<file path="config.mk">
export PLATFORM = sky130hd
export DESIGN_NAME = regfile_sb
export DESIGN_NICKNAME = d
export VERILOG_FILES = /design/src/rtl/regfile_sb.sv
export SDC_FILE = /design/constraint.sdc
export NUM_CORES = 2
export LEC_CHECK = 0
export BUFFER_PORTS_ARGS = -buffer_cell sky130_fd_sc_hd__buf_2
export CORE_UTILIZATION = 64
export DETAILED_ROUTE_END_ITERATION = 10
export PLACE_DENSITY_LB_ADDON = 0.2
export SLEW_MARGIN = 10
export SYNTH_ARGS = -nofsm -noshare
export SYNTH_HDL_FRONTEND = slang
export SYNTH_SLANG_ARGS = --single-unit
</file>
<file path="constraint.sdc">
create_clock -name clk -period 4.2 [get_ports clk]
set_clock_uncertainty 0.1 [all_clocks]
set_input_delay 0.84 -clock clk [delete_from_list [all_inputs] [get_ports clk]]
set_output_delay 0.84 -clock clk [all_outputs]
set_load 0.005 [all_outputs]
</file>
<file path="src/rtl/regfile_sb.sv">
// rtl/regfile_sb.sv - two-read/one-write register file with writeback bypass and issue scoreboard
// Register 0 is hardwired to zero and never tracked by the scoreboard.
module regfile_sb #(
    parameter int DW = 32,
    parameter int AW = 5
) (
    input  logic          clk,
    input  logic          clrn,
    input  logic [AW-1:0] rna,
    input  logic [AW-1:0] rnb,
    output logic [DW-1:0] qa,
    output logic [DW-1:0] qb,
    input  logic          we,
    input  logic [AW-1:0] wn,
    input  logic [DW-1:0] d,
    input  logic          iss_v,
    input  logic [AW-1:0] iss_wn,
    output logic          busy_a,
    output logic          busy_b,
    output logic [AW:0]   npend
);
    localparam int NREG = 2 ** AW;

    logic [DW-1:0]   regs [1:NREG-1];
    logic [NREG-1:1] busy;
    logic [NREG-1:0] busy_all;
    logic            wr;
    logic            set;
    logic            inc;
    logic            dec;

    assign busy_all = {busy, 1'b0};
    assign wr       = we && (wn != '0);
    assign set      = iss_v && (iss_wn != '0);

    // Count only real transitions; a set to the register being cleared wins.
    assign inc = set && !busy_all[iss_wn];
    assign dec = wr && busy_all[wn] && !(set && (iss_wn == wn));

    always_ff @(posedge clk or negedge clrn) begin
        if (!clrn) begin
            for (int i = 1; i < NREG; i++) regs[i] <= '0;
        end else if (wr) begin
            regs[wn] <= d;
        end
    end

    always_ff @(posedge clk or negedge clrn) begin
        if (!clrn) begin
            busy <= '0;
        end else begin
            for (int i = 1; i < NREG; i++) begin
                if (set && (iss_wn == AW'(i)))
                    busy[i] <= 1'b1;
                else if (wr && (wn == AW'(i)))
                    busy[i] <= 1'b0;
            end
        end
    end

    always_ff @(posedge clk or negedge clrn) begin
        if (!clrn) begin
            npend <= '0;
        end else begin
            case ({inc, dec})
                2'b10:   npend <= npend + 1'b1;
                2'b01:   npend <= npend - 1'b1;
                default: npend <= npend;
            endcase
        end
    end

    function automatic logic [DW-1:0] rd(input logic [AW-1:0] a);
        if (a == '0) return '0;
        return regs[a];
    endfunction

    // The writeback bypass stays live even while clrn holds storage at zero.
    assign qa = (wr && (wn == rna)) ? d : rd(rna);
    assign qb = (wr && (wn == rnb)) ? d : rd(rnb);

    assign busy_a = busy_all[rna] && !(we && (wn == rna));
    assign busy_b = busy_all[rnb] && !(we && (wn == rnb));
endmodule

</file>
# After elaboration in Yosys (flattened, before gate mapping)
# Index checks and enable logic that the tools add are counted.
# op_classes
reduce_logical,115
magnitude_cmp,8
n_eq_ne,67
mux,88
n_addsub,2
bitwise,3
# op_table
op,n
bitwise mux 992 bit,1
2-to-1 mux 32 bit,11
binary-select mux 32 bit (select 5 bit),2
demux 32 bit (select 5 bit),1
"== test 5 bit, second input constant",32
"== test 5 x 4 -> 1 bit, second input constant",16
logical AND 1 bit,75
2-to-1 mux 1 bit,68
nonzero test 2 bit,32
"== test 5 x 3 -> 1 bit, second input constant",8
"< comparator 5 x 6 -> 1 bit, second input constant",4
binary-select mux 1 bit (select 5 bit),4
"== test 5 x 2 -> 1 bit, second input constant",4
"greater-or-equal comparator 6 bit, second input constant",3
NOT 5 -> 6 bit,3
== test 5 bit,3
one-hot mux 6 bit (2 select lines),1
"== test 5 x 1 -> 1 bit, second input constant",2
logical NOT 5 bit,2
nonzero test 5 bit,2
"adder 6 x 1 -> 6 bit, second input constant",1
"< comparator 6 x 1 -> 1 bit, second input constant",1
"subtractor 6 x 1 -> 6 bit, second input constant",1
logical NOT 1 bit,4
other kinds (2),2
# word_totals
out_inout_bits,72
elab_cells,346
reg_bits,1029
inputBits,56

# Depth between registers and ports, before layout
# logic_depth
depth_word,7
ltp_mapped,15
depth_no_buf,13

# Worst setup path after synthesis
# No wires, ideal clock.
# synth_path
kind,input -> register
from,in wn[1]
to,reg npend[5]
n_path_buf,2
setup_ps,79
cell_stages,13
path_slack_ps,275
arrival_time_ps,3746
required_time_ps,4021
cell_sequence,buf_2 buf_1 mux4_2 mux4_2 mux2i_1 nor2_1 ha_1 ha_1 a21o_1 a21oi_1 or4_1 nand3_1 xor2_1
# synth_between
elab_chain_cells,6
elab_cells_between_ends,13
cone_classes,eq/ne (3); mux (3); reduce/logical (7)
# synth_lines
item,line_no,rtl
start: declaration,14,"input logic [AW-1:0] wn,"
"binary-select mux 1 bit (select 5 bit), or another cell as far along",38,assign dec = wr && busy_all[wn] && !(set && (iss_wn == wn));
"2-to-1 mux 1 bit (implied by the code), or another cell as far along",38,
logical AND 1 bit or logical NOT 1 bit (tied branches),38,
logical AND 1 bit *,38,
== test 2 x 1 -> 1 bit or == test 2 bit (tied branches),65,"case ({inc, dec})"
one-hot mux 6 bit (2 select lines) or nonzero test 2 bit (tied branches),n/a,
end signal: assignment,66,2'b10: npend <= npend + 1'b1;
end signal: assignment,67,2'b01: npend <= npend - 1'b1;
end signal: assignment,68,default: npend <= npend;
end: declaration,20,output logic [AW:0] npend
# Every way passes the cells marked *; elsewhere a longest branch is shown, timed or not. The select of a mux whose other input is x is not followed.
# A chain may end at the register's enable or synchronous reset.

# Worst setup path in the final report
# layout_path
from,in rna[4]
to,out qa[15]
# layout_between
elab_chain_cells,6
elab_cells_between_ends,10
cone_classes,eq/ne (1); mux (6); bitwise (1); reduce/logical (2)
# layout_lines
item,line_no,rtl
start: declaration,9,"input logic [AW-1:0] rna,"
NOT 5 -> 6 bit (implied by the code),75,return regs[a];
binary-select mux 32 bit (select 5 bit),75,
2-to-1 mux 32 bit (implied by the code) (2 in series),75,
2-to-1 mux 32 bit,75,
2-to-1 mux 32 bit *,79,assign qa = (wr && (wn == rna)) ? d : rd(rna);
end: declaration,11,"output logic [DW-1:0] qa,"
# Marks and branches as above.

==> impl_summary.log <==
[metrics] die width: 298.2 um
[metrics] number of register bits inferred by synthesis: 1,029
[metrics] leakage power: 27.58 nW
[metrics] detail-routed net length per standard cell: approximately 37 um
[metrics] Cell Rows: 108
[metrics] part of the total power dissipated in the clock network: approximately 33%
[metrics] clock tree from TritonCTS: yes
[metrics] detailed placement HPWL: 117,500 um
[metrics] asr flop ratio synth: 100.0%
[metrics] cell count after synthesis: 3,728
[metrics] number of buffers inserted during clock tree synthesis: 110
[metrics] total clock sinks: 1,029
[metrics] buffers from clock root to sink, at most: 3
[metrics] violated checks: max-capacitance violations, max-slew violations, negative setup slack
[metrics] startpoint kind of the worst setup timing path: input port
[metrics] register area share after synthesis: 45.87%
[metrics] drt first pass iters: 6
[metrics] final number of hold-violating endpoints: 0
[metrics] Avg Synthesized Cell Area: 15.06 sq um
[metrics] count of unresolved DRC violations after routing: 0
[metrics] via count of the first global-routing pass: ~41,000
[metrics] Setup violations, final: 5
[metrics] number of buffer cells added on primary ports: about 130
[metrics] clock latency on the worst-skew pair: 0.72 ns
[metrics] DIE AREA: 88,900 sq um
[metrics] placeable core area: 86,750 sq um
[metrics] antenna violation net count after detailed routing: 0
[metrics] Synth Net Count: 3,790
[metrics] headroom to the max-slew limit: -0.5763%
[metrics] classification of the worst-slack hold path: in -> async
[metrics] WP data arrival: approximately 3.4 ns
[metrics] WL final: 189,400 um
[metrics] post-layout instance count excluding filler cells: just over 5,000
[metrics] area grow syn2layout: 13.88%
[metrics] cell type contributing the most total cell area after synthesis: sky130_fd_sc_hd__dfrtp_1
[metrics] status: finished, violations left
[metrics] power share of the sequential group: between 40% and 50%
[metrics] number of primary I/O pins: 128
[metrics] post-route setup slack: -0.08676 ns
[metrics] max-slew violation count: 12
[metrics] leading cell types in the layout, fill and taps excluded: 1,062 x sky130_fd_sc_hd__mux2_2, 1,029 x sky130_fd_sc_hd__dfrtp_1, 502 x sky130_fd_sc_hd__mux4_2, 241 x sky130_fd_sc_hd__buf_4, 119 x sky130_fd_sc_hd__buf_2
[metrics] post-route minimum period: 4.287 ns
[metrics] CP required: 3.26 ns
[metrics] share of final-layout standard cells stronger than drive strength 1: 57.01%
[metrics] Post-Route Setup TNS: -0.2195 ns
[metrics] period utilization: 102.1%
[metrics] crit path kind: in -> out
[metrics] worst hold margin: 0.06530 ns
[metrics] initial core utilization: 64.70%
[metrics] Placer Congestion: 0.9234
[metrics] root buffer cell: sky130_fd_sc_hd__clkbuf_16
[metrics] Cell Area, Synth: between 50,000 and 60,000 sq um
[metrics] maximum number of pins on one net before global-route repair: 96
[metrics] power density cells: 484.9 nW/um^2
[metrics] initial drt markers: between 5,000 and 6,000
[metrics] number of max-cap violations: 1
[metrics] critical path fanouts, max: 11
[metrics] kind of end point of the critical path: output pin
[metrics] Area contributors post-synth: sky130_fd_sc_hd__dfrtp_1 46%, sky130_fd_sc_hd__mux2_2 21%, sky130_fd_sc_hd__mux4_2 20%
[metrics] Synth cell types: 53
[metrics] DIE HEIGHT: 298.2 um
[metrics] highest ir drop seen on vdd: approximately 390 uV
[metrics] portion of synthesized cell area occupied by the leading cell type: 45.87%
[metrics] clock-pin transition on the worst setup and hold timing paths: 0.06 ns
[metrics] maximum clock frequency: 0.2333 GHz
[metrics] measured slew at the worst slew-check pin: about 1.5 ns
[metrics] number of placed instances with taps included: slightly below 5,000
[metrics] first-pass GRT wire length: ~280,000 um
[metrics] prevailing post-synth register cell: sky130_fd_sc_hd__dfrtp_1
[metrics] per-cell via count in the routed design: 7.767
[metrics] antenna violations before repair: 12
[metrics] Int Pwr: between 20 and 25 mW
[metrics] relative contribution of combinational cells to total power: 23.1%
[metrics] Ys Warns: 0
[metrics] most common cell after layout, fill and taps aside: sky130_fd_sc_hd__mux2_2
[metrics] nets: 3,931
[metrics] number of flops mapped to enable cells by yosys: 0
[metrics] global-route total usage across every layer: 43.18%
[metrics] sw power: 8.800 mW
[metrics] detailed-route via count: 39,750
[metrics] htree depth: 3
[metrics] Congestion Overflow GR: 0
[metrics] hold buffer count at CTS: 0
[metrics] Net Sw Frac: 28.39%
==> per-layer routing <==
layer	vias up	part of all wire, %	global-route usage, %
met4	8	7.1	25.64
met2	2952	44	62.36
met1	20960	36	57.84
li1	14980	-	-
met3	856	12	13.63
met5	-	0.024	0
==> logic make-up (layout without fill, tap and decap cells) <==
| logic type | Yosys count | after routing | synth area share (%) |
|---|---|---|---|
| muxes | 1624 | 1624 | 42.52 |
| adders and majority gates | 6 | 6 | 0.1471 |
| other | 0 | 4 | 0 |
| and+or+nand+nor | 234 | 235 | 2.089 |
| DFF | 1029 | 1029 | 45.87 |
| AOI/OAI and AO/OA | 384 | 384 | 5.495 |
| buffers and inverters | 431 | 661 | 3.569 |
| xor gates and xnor gates | 20 | 20 | 0.3121 |
==> cell type report <==
cell class,instances,area [sq um]
Timing Repair Buffer,446,4104
Inverter,13,48.80
Multi-Input combinational cell,2269,28740
Sequential cell,1029,25750
Fill cell,5289,22830
Tap cell,1155,1445
Antenna cell,4,10.01
Clock inverter,45,614.3
Clock buffer,157,3209
==> final timing paths <==
path / startpoint / to / slack [ns] / cells after the start
setup / recovery: rna[4] / qa[15] / -0.09 / 8
hold / removal: clrn / regs[248] / 0.07 / 1
setup reg to reg: busy[15] / npend[5] / 0.66 / 11
hold reg to reg: regs[447] / regs[447] / 0.42 / 1
max in group asynchronous: clrn / regs[454] / 2.61 / 2
min in group clk: regs[447] / regs[447] / 0.42 / 1
==> metrics by stage <==
| stage | power [mW] | instance area [sq um] | utilization (%) | worst slack, ns |
|---|---|---|---|---|
| detailed placement | 20.55 | 59800 | 68.94 | -0.6438 |
| finish | 31.00 | 63930 | 73.69 | -0.08676 |
| CTS | 30.80 | 63750 | 73.48 | 0.01368 |
| global route | 31.97 | 63920 | 73.68 | -0.07152 |
| global placement | 20.03 | 59800 | 68.93 | -0.9938 |
| floorplan | 17.93 | 56130 | - | 0.2748 |
==> flip-flops by register name (all words and copies together), names as in the netlist <==
register / cells
busy: 31
regs: 992
npend: 6
==> cell usage after synthesis, types with 7 or more instances <==
cell type / count
sky130_fd_sc_hd__nand2_1: 70
sky130_fd_sc_hd__clkbuf_1: 203
sky130_fd_sc_hd__mux2i_1: 60
sky130_fd_sc_hd__o211ai_1: 11
sky130_fd_sc_hd__a221o_1: 32
sky130_fd_sc_hd__inv_1: 13
sky130_fd_sc_hd__o311ai_0: 22
sky130_fd_sc_hd__buf_4: 14
sky130_fd_sc_hd__nor2b_1: 13
sky130_fd_sc_hd__nand3_1: 37
sky130_fd_sc_hd__mux4_2: 502
sky130_fd_sc_hd__a22oi_1: 60
sky130_fd_sc_hd__nor3_1: 43
sky130_fd_sc_hd__mux2_2: 1062
sky130_fd_sc_hd__nor3b_1: 7
sky130_fd_sc_hd__buf_6: 23
sky130_fd_sc_hd__xnor2_1: 11
sky130_fd_sc_hd__dfrtp_1: 1029
sky130_fd_sc_hd__xor2_1: 9
sky130_fd_sc_hd__a21oi_1: 14
sky130_fd_sc_hd__nor2_1: 29
sky130_fd_sc_hd__o21ai_0: 45
sky130_fd_sc_hd__o221ai_1: 8
sky130_fd_sc_hd__buf_1: 50
sky130_fd_sc_hd__a221oi_1: 55
sky130_fd_sc_hd__a22o_1: 108
sky130_fd_sc_hd__buf_2: 128
sky130_fd_sc_hd__a32o_1: 11
==> power groups by stage <==
| stage | Sequential (mW) | Clock (mW) | Combinational, mW |
|---|---|---|---|
| 2_1_floorplan | 13.0 | 0 | 4.95 |
| 5_1_grt | 13.7 | 10.7 | 7.53 |
| 3_3_place_gp | 13.3 | 0 | 6.70 |
| 3_5_place_dp | 13.6 | 0 | 6.97 |
| 4_1_cts | 13.4 | 10.3 | 7.04 |
| 6_report | 13.5 | 10.3 | 7.16 |
==> worst max-delay path: stages <==
cell and delay (ns):
sky130_fd_sc_hd__buf_4 0.13, sky130_fd_sc_hd__inv_1 0.19, sky130_fd_sc_hd__nor2_2 1.18, sky130_fd_sc_hd__a221oi_2 0.15, sky130_fd_sc_hd__buf_4 0.23, sky130_fd_sc_hd__nor3_1 0.13
sky130_fd_sc_hd__a221o_1 0.29, sky130_fd_sc_hd__buf_2 0.19
==> what timing repair did <==
action                                  4_1_cts  5_1_grt
buffers inserted                              6        8
gates cloned                                  0        1
endpoints found under the hold margin         0        0
gates resized for setup                      15       16
pin swaps                                     3        2
endpoints found under the setup margin       28       24
Power figures use the tool's default switching activity.
